<file path="src/rtl/alu_pkg.sv">
// Shared op-code constants and controller state encoding for seq_alu.
package alu_pkg;
  localparam logic [1:0] OP_ADD = 2'b00;
  localparam logic [1:0] OP_SUB = 2'b01;
  localparam logic [1:0] OP_MUL = 2'b10;
  localparam logic [1:0] OP_REM = 2'b11;

  typedef enum logic [1:0] {IDLE, CALC, DONE} state_e;
endpackage

</file>
<file path="src/rtl/rem_unit.sv">
// One restoring-division step: shift in a numerator bit, subtract the
// denominator if it fits.
module rem_unit #(
  parameter int W = 3
) (
  input  logic [W-1:0] prem_in,
  input  logic         num_bit,
  input  logic [W-1:0] den,
  output logic [W-1:0] prem_out
);
  logic [W:0] trial;
  logic [W:0] den_ext;
  logic [W:0] diff;

  always_comb begin
    trial   = {prem_in, num_bit};
    den_ext = {1'b0, den};
    diff    = trial - den_ext;
    // prem_in < den keeps the restored value below den, so W bits suffice
    prem_out = (trial >= den_ext) ? diff[W-1:0] : trial[W-1:0];
  end
endmodule

</file>
<file path="src/rtl/seq_alu.sv">
// Multi-cycle ALU: single-cycle add/sub, W-cycle shift-add multiply and
// restoring-division remainder, with start/done handshake and result flags.
module seq_alu
  import alu_pkg::*;
#(
  parameter  int W  = 3,
  localparam int RW = 2 * W
) (
  input  logic          clk,
  input  logic          rst_n,
  input  logic          start,
  input  logic [1:0]    sel,
  input  logic [W-1:0]  num1,
  input  logic [W-1:0]  num2,
  output logic          busy,
  output logic          done,
  output logic [RW-1:0] result,
  output logic          zero_flag,
  output logic          div_by_zero_flag
);
  localparam int CW = (W > 1) ? $clog2(W) : 1;

  state_e        state, state_next;
  logic          accept;
  logic          last;
  logic [CW-1:0] cnt;
  logic [1:0]    op;
  logic [RW-1:0] mcand, acc, acc_next;
  logic [W-1:0]  mplier, numer, den, prem, prem_next;
  logic [RW-1:0] fast_res, calc_res;

  assign last = (cnt == CW'(W - 1));
  assign busy = (state == CALC);
  assign done = (state == DONE);

  always_comb begin
    state_next = state;
    accept     = 1'b0;
    case (state)
      IDLE, DONE: begin
        if (start) begin
          accept     = 1'b1;
          state_next = (sel == OP_MUL || (sel == OP_REM && num2 != '0)) ? CALC : DONE;
        end else begin
          state_next = IDLE;
        end
      end
      CALC:    if (last) state_next = DONE;
      default: state_next = IDLE;
    endcase
  end

  always_comb begin
    case (sel)
      OP_ADD:  fast_res = RW'(num1) + RW'(num2);
      OP_SUB:  fast_res = RW'(num1) - RW'(num2);
      default: fast_res = '0;
    endcase
  end

  assign acc_next = acc + (mplier[0] ? mcand : '0);

  rem_unit #(.W(W)) u_rem (
    .prem_in  (prem),
    .num_bit  (numer[W-1]),
    .den      (den),
    .prem_out (prem_next)
  );

  assign calc_res = (op == OP_MUL) ? acc_next : RW'(prem_next);

  always_ff @(posedge clk or negedge rst_n) begin
    if (!rst_n) state <= IDLE;
    else        state <= state_next;
  end

  // result/flags only move on an accepted single-cycle op or the last iteration
  always_ff @(posedge clk or negedge rst_n) begin
    if (!rst_n) begin
      op               <= '0;
      cnt              <= '0;
      mcand            <= '0;
      acc              <= '0;
      mplier           <= '0;
      numer            <= '0;
      den              <= '0;
      prem             <= '0;
      result           <= '0;
      zero_flag        <= 1'b0;
      div_by_zero_flag <= 1'b0;
    end else if (accept) begin
      op     <= sel;
      cnt    <= '0;
      mcand  <= RW'(num1);
      acc    <= '0;
      mplier <= num2;
      numer  <= num1;
      den    <= num2;
      prem   <= '0;
      if (sel == OP_ADD || sel == OP_SUB) begin
        result           <= fast_res;
        zero_flag        <= (fast_res == '0);
        div_by_zero_flag <= 1'b0;
      end else if (sel == OP_REM && num2 == '0) begin
        result           <= '0;
        zero_flag        <= 1'b0;
        div_by_zero_flag <= 1'b1;
      end
    end else if (state == CALC) begin
      cnt    <= cnt + 1'b1;
      acc    <= acc_next;
      mcand  <= mcand << 1;
      mplier <= mplier >> 1;
      numer  <= numer << 1;
      prem   <= prem_next;
      if (last) begin
        result           <= calc_res;
        zero_flag        <= (calc_res == '0);
        div_by_zero_flag <= 1'b0;
      end
    end
  end
endmodule

</file>
<file path="config.mk">
export PLATFORM = sky130hd
export DESIGN_NAME = seq_alu
export DESIGN_NICKNAME = d
export VERILOG_FILES = /design/src/rtl/alu_pkg.sv /design/src/rtl/rem_unit.sv /design/src/rtl/seq_alu.sv
export SDC_FILE = /design/constraint.sdc
export NUM_CORES = 1
export LEC_CHECK = 0
export ABC_AREA = 0
export BUFFER_PORTS_ARGS = -buffer_cell sky130_fd_sc_hd__buf_2
export CAP_MARGIN = 20
export CORE_ASPECT_RATIO = 0.5
export CORE_UTILIZATION = 55
export CTS_BUF_LIST = sky130_fd_sc_hd__clkbuf_4 sky130_fd_sc_hd__clkbuf_8 sky130_fd_sc_hd__clkbuf_16
export CTS_CLUSTER_DIAMETER = 50
export CTS_CLUSTER_SIZE = 8
export DETAILED_ROUTE_END_ITERATION = 7
export PLACE_DENSITY = 0.75
export SLEW_MARGIN = 0
export SYNTH_ARGS = -nofsm -noshare
export SYNTH_HDL_FRONTEND = slang
export SYNTH_SLANG_ARGS = --single-unit
</file>
<file path="constraint.sdc">
create_clock -name clk -period 5 [get_ports clk]
set_input_delay 1 -clock clk [delete_from_list [all_inputs] [get_ports clk]]
set_output_delay 1 -clock clk [all_outputs]
set_load 0.02 [all_outputs]
</file>
# Yosys cells after proc, flatten, opt, wreduce, memory -nomap -nowiden
# Cells that the tools add are included.
# word_totals
reg_bits	38
inputBits	11
word_cells	78
output_inout_bits	10
latchBits	0
mem_bits_rw	0
mem_bits_ro	0
mem_count	0
# classes
add_sub_neg	5
reduce_logical	14
div_mod_pow	0
n_mul	0
n_eq_ne	9
order_cmp	1
n_shift	0
bitwise	0
n_mux	37
# op_table
operator	count
two-way mux 6 bit	11
two-way mux 3 bit	7
logical NOT 6 bit	2
two-way mux 1 bit	12
case mux 6 bit (2 select lines)	1
== test 2 bit, second input constant	5
two-way mux 2 bit	5
adder 6 bit	1
adder 3 x 3 -> 4 bit	1
== test 2 x 1 -> 1 bit, second input constant	2
greater-or-equal comparator 4 x 3 -> 1 bit	1
logical NOT 2 bit	2
case mux 2 bit (2 select lines)	1
nonzero test 2 bit	2
subtractor 3 x 3 -> 4 bit	1
logical NOT 3 bit	1
inequality test 3 x 1 -> 1 bit, second input constant	1
AND reduction 3 bit	1
nonzero test 3 bit	1
subtractor 3 bit	1
adder 2 x 1 -> 2 bit, second input constant	1
logical AND 1 bit	2
logical OR 1 bit	2
inequality test 2 x 1 -> 1 bit, second input constant	1
OR reduction 2 bit	1

# Depth between registers and ports, before layout
# logic_depth
depth_word	7
mapped_depth	9
ltp_nobuf	9

# Hierarchy
# From an unflattened synthesis, not the netlist that was laid out.
# unflattened
cells_unflattened	205
area_unflattened_um2	2068.2
# by_module_without_submodules
mod	cells_each	area_each_um2	n_inst	seq_area_each_um2
seq_alu	191	1933.1	1	875.8
rem_unit	14	135.1	1	0.0

# Worst setup path after synthesis
# OpenSTA, ideal clock, no wires.
# synth_path
path_type	input to register
from	input port num1[0]
to	register zero_flag
required_time_ns	4.918
slack_ns	2.584
path_buffers	0
stages	8
setup_ns	0.082
arrival_time_ns	2.334
cell_sequence	inv_1 > ha_1 > inv_1 > fa_1 > mux2i_1 > nand4_1 > o31a_1 > a31oi_1
# synth_between
elab_chain_cells	5
elab_cells_between_ends	6
classes_between	add/sub: 2; mux: 3; reduce/logical: 1
# synth_rtl
item	line_no	source
start: declaration	seq_alu.sv:13	input logic [W-1:0] num1,
subtractor 3 x 3 -> 4 bit or adder 3 x 3 -> 4 bit (tied branches)	seq_alu.sv:56, seq_alu.sv:55	
case mux 6 bit (2 select lines) (*)	seq_alu.sv:54	case (sel)
logical NOT 6 bit (*)	seq_alu.sv:102	zero_flag <= (fast_res == '0);
two-way mux 1 bit (*)	seq_alu.sv:100	if (sel == OP_ADD || sel == OP_SUB) begin
two-way mux 1 bit (*)	seq_alu.sv:91	end else if (accept) begin
end signal: assignment	seq_alu.sv:102	
end signal: assignment	seq_alu.sv:118	zero_flag <= (calc_res == '0);
end: declaration	seq_alu.sv:18	output logic zero_flag,
# Mark *: on every way between the ends. The rest lies on a longest branch, timed or not.
# A chain may end at the register's enable or synchronous reset.

# Final worst setup path
# layout_path
from	register state[1]
to	output port busy
# layout_between
elab_chain_cells	1
# layout_rtl
item	line_no	source
start: declaration	seq_alu.sv:23	state_e state, state_next;
start signal: assignment	seq_alu.sv:74	else state <= state_next;
== test 2 x 1 -> 1 bit	seq_alu.sv:33	assign busy = (state == CALC);
end: declaration	seq_alu.sv:15	output logic busy,
# No other way between the ends.

==> summary.txt <==
================================================================================
Actual transition at the worst max-transition pin                      0.8070 ns
Largest net degree at the start of global routing                             36
Avg Inst Size Synth                                                    9.898 µm²
Final hold violations                                                          0
Synthesis warning total                                                        0
Total clock sinks                                                             35
FF-to-FF setup slack                                                     2.47 ns
Rows                                                                          15
Largest family of logic cells by synthesized area                   compound AO/OA/AOI/OAI gates
Detailed-route via count                                                    1682
Synthesized instance count                                                   213
Crit path max-delay cell type                                       sky130_fd_sc_hd__dfrtp_1
Synth Cell Area                                                         2108 µm²
Aggregate global routing overflow                                              0
Starting Density                                                          0.5944
Post-synthesis adder-cell area fraction                                   0.1270
Final period utilization                                                  0.5095
Post-layout min period                                                  2.548 ns
Fill cell count                                                              288
Leading cell type in the layout, fill and taps excluded             sky130_fd_sc_hd__dfrtp_1
Net count of the finished layout                                             263
Standard cell core area                                                 3547 µm²
Summed negative setup slack over all endpoints                              0 ns
Met2 Routed Length                                                       1944 µm
Wirelength per Cell                                                     16.67 µm
Synth Flop Type                                                     sky130_fd_sc_hd__dfrtp_1
Run status                                                          complete, no violations
Area fraction in compound gates after synthesis                           0.2154
Placed cell count                                                            277
Die area                                                                4100 µm²
Cell chain of the critical path                                     nand2b_1 > inv_2 > buf_2
Vias in the first global route                                              1578
Dominant delay contributor by cell family on the critical path      buffers and inverters
Leading cell types in the layout, fill and taps excluded            sky130_fd_sc_hd__dfrtp_1, sky130_fd_sc_hd__nand2_1, sky130_fd_sc_hd__buf_2, sky130_fd_sc_hd__ha_1, sky130_fd_sc_hd__o21ai_0
Number of standard cells in the final layout excluding fillers               284
Drt initial violations                                                       120
Met3 routed WL                                                            399 µm
Arrival time reported for the critical path endpoint                     1.55 ns
Type of the worst min-delay path                                    flop to flop
Fraction of the mapped netlist area in simple logic gates                 0.1614
Clk pin slew, worst setup/hold paths                                     0.07 ns
DR vias/cell                                                               5.923
Last weighted congestion value of the routability-driven placer           0.9097
Half-perimeter wire length of the detailed placement result              3488 µm
Drt drc                                                                        0
Area share of the leading cell type in the synthesized netlist            0.4154
Timing-limited maximum frequency                                       392.5 MHz
CTS Root Cell                                                       sky130_fd_sc_hd__clkbuf_8
Xor and xnor fraction of the mapped netlist area                         0.01246
Syn_nets                                                                     243
Area overhead of the layout relative to synthesis                         10.15%
Detailed-route wire length on metal 1                                    2316 µm
Overall power of the completed layout                                   1.461 mW
Number of max-capacitance violations reported                                  0
Number of setup buffers added after CTS                                        0
Antenna Diode Count                                                            0
Setup repair after global routing missed its margin                        false
Number of H-tree levels                                                        2
Crit. End Element                                                   primary output
Worst voltage drop across the vdd grid                                 0.2731 mV
CP max FO                                                                     16
Asr flop ratio synth                                                       1.000
Die X                                                                   89.56 µm
Category of the worst setup path launch point                               flop
Dominant cell type by area after synthesis                          sky130_fd_sc_hd__dfrtp_1
Count of flip-flops with a built-in enable after synthesis                     0
Initial antenna violation count                                                0
Hold-fix buffers at CTS                                                        0
Num CTS Buffers                                                                5
Count of final max-slew check failures                                         0
Distinct cell type count of the synthesized netlist                           51
Worst relative slew slack                                                 0.4614
Remaining antenna violation count                                              0
Number of flip-flops and latches in the synthesized netlist                   35
Maximum buffer depth of the clock tree                                         2
Sequential cell area fraction in the yosys report                         0.4154
IO Pins                                                                       21
Port Buffer Count                                                             20
Mux share of post-synthesis cell area                                    0.02374
Leakage power                                                           1.162 nW
Overall fraction of global-route tracks in use                            0.2699
Wirelength, routed                                                       4734 µm
Top routing layer in use                                                    met4
Top cells by area in the synthesized netlist                        sky130_fd_sc_hd__dfrtp_1, sky130_fd_sc_hd__ha_1, sky130_fd_sc_hd__nand2_1, sky130_fd_sc_hd__fa_1, sky130_fd_sc_hd__o21ai_0
Fraction of final layout cells with drive strength greater than 1         0.1459
Worst skew pair latency                                                  0.29 ns
Slowest cell delay on critical path                                      0.37 ns
Buffers plus inverters on the worst setup path                                 2
Startpoint-to-endpoint class of the critical path                   flop to primary output
Worst path required time                                                 4.00 ns
Power per Cell Area                                                 628.9 nW/µm²
First-pass GRT wire length                                               7734 µm
Y dimension of the die                                                  45.78 µm
Resized cells post-CTS                                                         0
CTS tree                                                                    done
Setup clock skew after layout                                        0.004583 ns
Final number of setup-violating endpoints                                      0
Pre-antenna DRT Iters                                                          4
================================================================================
==> per-stage QoR <==
step,worst slack (ns),utilization,hold slack [ns],instance area [µm²]
5_1_grt,2.372,0.6547,0.5127,2322
6_report,2.452,0.6547,0.4831,2322
4_1_cts,2.438,0.6547,0.4892,2322
3_3_place_gp,2.425,0.6300,0.4600,2235
2_1_floorplan,2.584,-,0.4422,2108
3_5_place_dp,2.335,0.6300,0.4715,2235
==> path summary, 6_finish.rpt <==
kind / cells after the start / start / end
hold / removal: 2 / mplier[2] / mplier[2]
setup reg to reg: 9 / mcand[2] / zero_flag
min in group asynchronous: 1 / rst_n / mcand[5]
max in group asynchronous: 1 / rst_n / result[3]
hold reg to reg: 2 / mplier[2] / mplier[2]
setup / recovery: 3 / state[1] / busy
==> per-layer routing <==
metal / GRT usage / vias to the layer above
met5: 0 / -
met4: 0.09524 / 0
met3: 0.06341 / 10
met2: 0.3879 / 64
met1: 0.3993 / 805
li1: - / 803
==> where the power goes <==
part	switching (mW)	internal [mW]
registers	0.0840	0.404
logic	0.456	0.309
clock network	0.100	0.108
total	0.640	0.821
==> flip-flops by register name (all words and copies together), names as in the netlist <==
| signal | flops |
|---|---|
| result | 6 |
| mcand | 6 |
| state | 2 |
| op | 2 |
| prem | 3 |
| zero_flag | 1 |
| cnt | 2 |
| den | 3 |
| div_by_zero_flag | 1 |
| acc | 6 |
| mplier | 3 |
==> cell families (layout without fill, tap and decap cells) <==
family / after synthesis / in the layout
adder cells (fa/ha/maj): 19 / 19
buffers and inverters: 21 / 41
multiplexers: 5 / 5
flip-flops: 35 / 35
XOR/XNOR: 3 / 3
AND/OR/NAND/NOR: 67 / 67
AO/OA/AOI/OAI: 63 / 63
==> cell type report <==
class                           instances  area, µm²  share of cell area
Inverter                               13      48.80             0.02101
Tap cell                               51      63.81             0.02748
Multi-Input combinational cell        157       1139              0.4903
Sequential cell                        35      875.8              0.3772
Clock inverter                          1      5.005            0.002155
Clock buffer                            6      82.58             0.03556
Timing Repair Buffer                   21      107.6             0.04634
==> synth_stat cells (all sizes together) (3+ instances only) <==
cell type,count
a22o,7
nor2b,4
nand2b,3
nor2,9
nand2,31
a21oi,7
a2bb2oi,3
nand4,3
a211oi,4
nand3,3
clkbuf,4
inv,13
buf,4
o21a,3
and2,7
a211o,4
o21ai,14
a21o,3
mux2i,5
ha,15
fa,4
dfrtp,35
==> tightest hold or removal path, stage by stage (launching register included) <==
cell and delay [ns]:
sky130_fd_sc_hd__dfrtp_1 0.34, sky130_fd_sc_hd__nand2_1 0.05, sky130_fd_sc_hd__nand2_1 0.06
(Power assumes the default switching activity.)
